[config.mk]
export PLATFORM = sky130hd
export DESIGN_NAME = rs_issue_select
export DESIGN_NICKNAME = d
export VERILOG_FILES = /design/src/rtl/rs_issue_select.sv
export SDC_FILE = /design/constraint.sdc
export NUM_CORES = 1
export LEC_CHECK = 0
export ABC_AREA = 0
export CORE_AREA = 2 2 266 268
export CTS_BUF_LIST = sky130_fd_sc_hd__clkbuf_8
export DETAILED_ROUTE_END_ITERATION = 10
export DIE_AREA = 0 0 268 270
export GPL_TIMING_DRIVEN = 1
export PLACE_DENSITY_LB_ADDON = 0.1
export SKIP_LAST_GASP = 1
export SLEW_MARGIN = 20
export SYNTH_ARGS = -nofsm -noshare
export SYNTH_HDL_FRONTEND = slang
export SYNTH_SLANG_ARGS = --single-unit
export TNS_END_PERCENT = 100
[constraint.sdc]
create_clock -name clk -period 14.15 [get_ports clk]
set_input_delay 2.83 -clock clk [delete_from_list [all_inputs] [get_ports clk]]
set_output_delay 2.83 -clock clk [all_outputs]
set_load 0.05 [all_outputs]
[src/rtl/rs_issue_select.sv]
// rtl/rs_issue_select.sv - age-ordered 4-wide issue select with per-port ALU output registers
//
// Ports:
//   clk, rst                       clock, synchronous active-high reset
//   flush_i                        suppress grants, drop all ALU port contents
//   busy_vector_i                  RS entry occupancy
//   entry_wen_i                    RS entries allocated this cycle
//   ready_mask_i                   RS entries with operands ready
//   issue_grant_o, sel_idx_o       chosen entries (one-hot mask) and per-port RS read index
//   rs_op_i .. rs_v2_i             RS read data for each port, indexed by sel_idx_o
//   alu_valid_o, alu_ready_i       per-port handshake toward the ALUs
//   alu_op_o .. alu_v2_o           registered per-port instruction

package decode_pkg;
    typedef logic [7:0] uop_t;
endpackage

module rs_issue_select #(
    parameter int RS_DEPTH = 8,
    parameter int RS_IDX_W = $clog2(RS_DEPTH),
    parameter int TAG_W    = 6,
    parameter int DATA_W   = 32,
    parameter int ISSUE_W  = 4
) (
    input  logic                                  clk,
    input  logic                                  rst,
    input  logic                                  flush_i,
    input  logic [RS_DEPTH-1:0]                   busy_vector_i,
    input  logic [RS_DEPTH-1:0]                   entry_wen_i,
    input  logic [RS_DEPTH-1:0]                   ready_mask_i,
    output logic [RS_DEPTH-1:0]                   issue_grant_o,
    output logic [ISSUE_W-1:0][RS_IDX_W-1:0]      sel_idx_o,
    input  decode_pkg::uop_t [ISSUE_W-1:0]        rs_op_i,
    input  logic [ISSUE_W-1:0][TAG_W-1:0]         rs_dst_tag_i,
    input  logic [ISSUE_W-1:0][DATA_W-1:0]        rs_v1_i,
    input  logic [ISSUE_W-1:0][DATA_W-1:0]        rs_v2_i,
    output logic [ISSUE_W-1:0]                    alu_valid_o,
    input  logic [ISSUE_W-1:0]                    alu_ready_i,
    output decode_pkg::uop_t [ISSUE_W-1:0]        alu_op_o,
    output logic [ISSUE_W-1:0][TAG_W-1:0]         alu_dst_tag_o,
    output logic [ISSUE_W-1:0][DATA_W-1:0]        alu_v1_o,
    output logic [ISSUE_W-1:0][DATA_W-1:0]        alu_v2_o
);

    // age_q[r][c] = 1 : entry r is older than entry c
    logic [RS_DEPTH-1:0][RS_DEPTH-1:0] age_q;
    logic [RS_DEPTH-1:0][RS_DEPTH-1:0] age_d;
    logic [ISSUE_W-1:0]                port_free;
    logic [ISSUE_W-1:0]                pick;

    assign port_free = ~alu_valid_o | alu_ready_i;

    // A new entry is younger than every surviving occupant; among entries
    // allocated together the lower index is treated as older.
    always_comb begin
        age_d = age_q;
        for (int r = 0; r < RS_DEPTH; r++) begin
            for (int c = 0; c < RS_DEPTH; c++) begin
                if (r == c) begin
                    age_d[r][c] = 1'b0;
                end else if (entry_wen_i[r]) begin
                    age_d[r][c] = entry_wen_i[c] && (c > r);
                end else if (entry_wen_i[c]) begin
                    age_d[r][c] = busy_vector_i[r];
                end
            end
        end
    end

    always_ff @(posedge clk) begin
        if (rst) begin
            age_q <= '0;
        end else begin
            age_q <= age_d;
        end
    end

    // Ports are served in order; each free port removes the oldest remaining
    // candidate. Entries with no recorded ordering (e.g. right after reset)
    // tie-break towards the lowest index so exactly one is picked.
    always_comb begin
        logic [RS_DEPTH-1:0] cand;
        logic                found;
        logic                blocked;
        issue_grant_o = '0;
        sel_idx_o     = '0;
        pick          = '0;
        found         = 1'b0;
        blocked       = 1'b0;
        cand          = ready_mask_i & busy_vector_i;
        if (rst || flush_i) begin
            cand = '0;
        end
        for (int p = 0; p < ISSUE_W; p++) begin
            found = 1'b0;
            if (port_free[p]) begin
                for (int i = 0; i < RS_DEPTH; i++) begin
                    blocked = 1'b0;
                    for (int j = 0; j < RS_DEPTH; j++) begin
                        if (cand[j] && age_q[j][i]) begin
                            blocked = 1'b1;
                        end
                    end
                    if (!found && cand[i] && !blocked) begin
                        found            = 1'b1;
                        sel_idx_o[p]     = RS_IDX_W'(i);
                        issue_grant_o[i] = 1'b1;
                    end
                end
            end
            if (found) begin
                pick[p] = 1'b1;
                cand    = cand & ~issue_grant_o;
            end
        end
    end

    always_ff @(posedge clk) begin
        if (rst) begin
            alu_valid_o   <= '0;
            alu_op_o      <= '0;
            alu_dst_tag_o <= '0;
            alu_v1_o      <= '0;
            alu_v2_o      <= '0;
        end else begin
            for (int p = 0; p < ISSUE_W; p++) begin
                if (flush_i) begin
                    alu_valid_o[p] <= 1'b0;
                end else if (pick[p]) begin
                    alu_valid_o[p]   <= 1'b1;
                    alu_op_o[p]      <= rs_op_i[p];
                    alu_dst_tag_o[p] <= rs_dst_tag_i[p];
                    alu_v1_o[p]      <= rs_v1_i[p];
                    alu_v2_o[p]      <= rs_v2_i[p];
                end else if (port_free[p]) begin
                    alu_valid_o[p] <= 1'b0;
                end
            end
        end
    end

endmodule

==> results of run 1 <==
[worst paths after layout]
path,start,endpoint,slack (ns),cells past startpoint
setup / recovery,flush_i,issue_grant_o[7],0.43,21
hold / removal,alu_op_o[7],alu_op_o[7],0.45,2
setup reg to reg,age_q[10],alu_v1_o[108],5.89,21
hold reg to reg,alu_op_o[7],alu_op_o[7],0.45,2
[cell type report]
type                    count  area [µm²]  area share (%)
clock inverters            37       256.5           1.001
diodes                      8       20.02         0.07809
multi-input cells        1437        8283           32.31
flip-flops and latches    372        7447           29.05
well taps                 940        1176           4.588
inverters                  15       56.30          0.2196
clock buffers              92        1266           4.939
repair buffers            713        7129           27.81
[power by group]
part           total [W]  switching (W)  leakage (nW)  internal (W)
Combinational   0.000955       0.000617          5.57      0.000338
Clock            0.00113       0.000506         0.876      0.000628
Sequential       0.00121      0.0000669          3.06       0.00114
Total            0.00330        0.00119          9.51       0.00211
[cells by family after synthesis]
group           Yosys count
compound gates          481
simple gates            849
flops                   372
mux                     107
buf+inv                 154
[critical path, stage by stage]
cell and delay, ns:
clkdlybuf4s50_1 0.72, and4bb_1 0.40, a222oi_1 0.59, nand3_1 0.31, o21a_1 0.48, a221o_1 0.45
a221o_1 0.29, a211o_1 0.35, a32oi_2 0.52, nand3_1 0.42, nand3_1 0.28, a2111oi_4 0.07
buf_4 0.20, nand4b_2 0.41, o21ai_4 0.47, o21ai_1 0.25, o211ai_1 0.42, or3b_1 0.48
or3_1 0.40, o2111ai_1 0.33, buf_12 0.18
[routing by layer]
layer	global-route usage [%]	wire, µm	vias up	share of wire, %
met4	9.659	3520	10	4.1
met1	26.08	33440	8334	39
met5	0	61	-	0.071
met3	7.713	7269	180	8.4
li1	-	-	8134	-
met2	39.40	41860	727	49
[per-stage QoR]
stage	instance area, µm²	hold slack [ns]	worst slack [ns]	setup TNS (ns)	util [%]
final	25630	0.4511	0.4327	0	36.86
after global routing	25630	0.4665	0.006833	0	36.85
after CTS	25540	0.4533	0.1128	0	36.72
after detailed placement	24020	0.4454	0.1636	0	34.54
after global placement	24020	0.4413	-0.06232	-0.1191	34.54
after floorplan	16290	0.4572	1.951	0	-
[synth_stat cells, types with 9 or more instances]
library cell | n | area (µm²)
a21oi_1 | 274 | 1371
a221oi_1 | 11 | 96.34
a22oi_1 | 45 | 337.8
a31oi_1 | 9 | 56.30
and3_1 | 12 | 75.07
and4_1 | 10 | 87.58
buf_1 | 9 | 33.78
buf_2 | 11 | 55.05
clkbuf_1 | 107 | 401.6
dfxtp_1 | 372 | 7447
inv_1 | 15 | 56.30
mux2_1 | 39 | 439.2
mux2_2 | 37 | 416.7
mux2i_1 | 31 | 310.3
nand2_1 | 526 | 1974
nand2b_1 | 10 | 62.56
nand3_1 | 30 | 150.1
nand4_1 | 16 | 100.1
nor2_1 | 78 | 292.8
nor2b_1 | 82 | 513.0
nor3_1 | 24 | 120.1
o211ai_1 | 10 | 75.07
o21ai_0 | 23 | 115.1
[timing repair]
item,CTS,global route
resized for setup,0,4
endpoints found under the setup margin,0,9
buffers inserted,0,3
[flip-flops by register name, indices dropped and copies added, names as in the netlist]
name,count
alu_v1_o,128
alu_v2_o,128
age_q,56
alu_op_o,32
alu_dst_tag_o,24
alu_valid_o,4
==> impl_metrics.toml, run 1 <==
[pwr]
power_w = 0.003299
powerDensity_nw_per_um2 = 128.7
ir_worst_vdd_mv = 0.07288
leakage_nw = 9.505

[place]
port_buffers = 678
place.detailed.hpwl_mm = 64.83
placed_cells = 3473
gp_congestion = 0.9236

[floorplan]
core_area_um2 = 69540
placementRows = 97
ios = 679
die_w_um = 268
initial_utilization_pct = 23.42
die-area_um2 = 72360
die_h_um = 270

[worst_setup_path]
path_class = "input port to output port"
critPathLaunchType = "input port"
critical_path_required_ns = 11.32
worstSetupEndpointType = "output port"
path_max_fanout = 13
critical_path_arrival_ns = 10.89

[yosys]
post_synth_xor_area_fraction_pct = 0
synth_compound_area_share_pct = 19.09
synthMuxAreaShare_pct = 7.160
synth_area_per_cell_um2 = 8.296
synth-seq-cells = 372
syn_inst = 1963
synth_fa_ha_area_share_pct = 0
synth-simple-area-share_pct = 24.06
synth_nets = 2306
synth_edf_count = 0
synth_top_family_by_area = "simple AND/OR/NAND/NOR gates"
ys_warn_count = 0
synthArstFlopShare_pct = 0
syn_area_um2 = 16290
synth_flop_cell = "dfxtp_1"
synth_seq_area_share_pct = 45.73
ys_types = 92

[routing]
remaining_drc_errors = 0
wl_per_cell_um = 23.84
drtIter0Drc = 1492
postRouteAntennaNets = 0
dr.pass1.iters = 7
viasPerCell = 4.810
vias = 17390
wl_mm = 86.15

[clocking]
h-tree-depth = 3
cts.sink_count = 372
clock_path_buffers = 3
clock-root-buffer = "clkbuf_8"
cts_hold_buf = 0
numCtsBuffers = 74
cts_tree = "yes"
clk_pin_slew_ns = 0.05
worstSkewPairLatency_ns = 0.67

[grt]
grt_first_pass_wirelength_mm = 122.4
grt_pass1_vias = 17110
antenna_found_initial = 14
grtUsageTotal_pct = 23.06
grt_max_degree = 97
grt_remaining_overflow = 0

[sta]
slew_violations = 0
worst_pin_slew_ns = 1.114
finalHoldViolCount = 0
fin_crit_ns = 13.72
slew_headroom_pct = 25.75
fmax_mhz = 72.90
rsz0062_at_grt = "no"
fin_worst_skew_ns = 0.05853
setup_violations = 0
post-route-period-util_pct = 96.94

[status]
status = "finished clean"

[layout]
areaGrowthSynthToFinish_pct = 57.41
finalNetCount = 2956
drive_gt1_share_pct = 8.740
fin_cells = 3614
fill_cells = 7245
final_common_cell = "clkdlybuf4s50_1"
final_cell_mix = "clkdlybuf4s50_1 (669), nand2_1 (526), dfxtp_1 (372), a21oi_1 (274), clkbuf_8 (92)"

[run]
maxCapViolCount = 0

[worst_hold_path]
hold_path.class = "flop to flop"
Power figures use the tool's default switching activity.
==> run 2, diff against run 1 <==
Settings changed: TNS_END_PERCENT 100 to default.
==> results of run 2 <==
The final DEF is identical to that of run 1; final timing and power are the same.
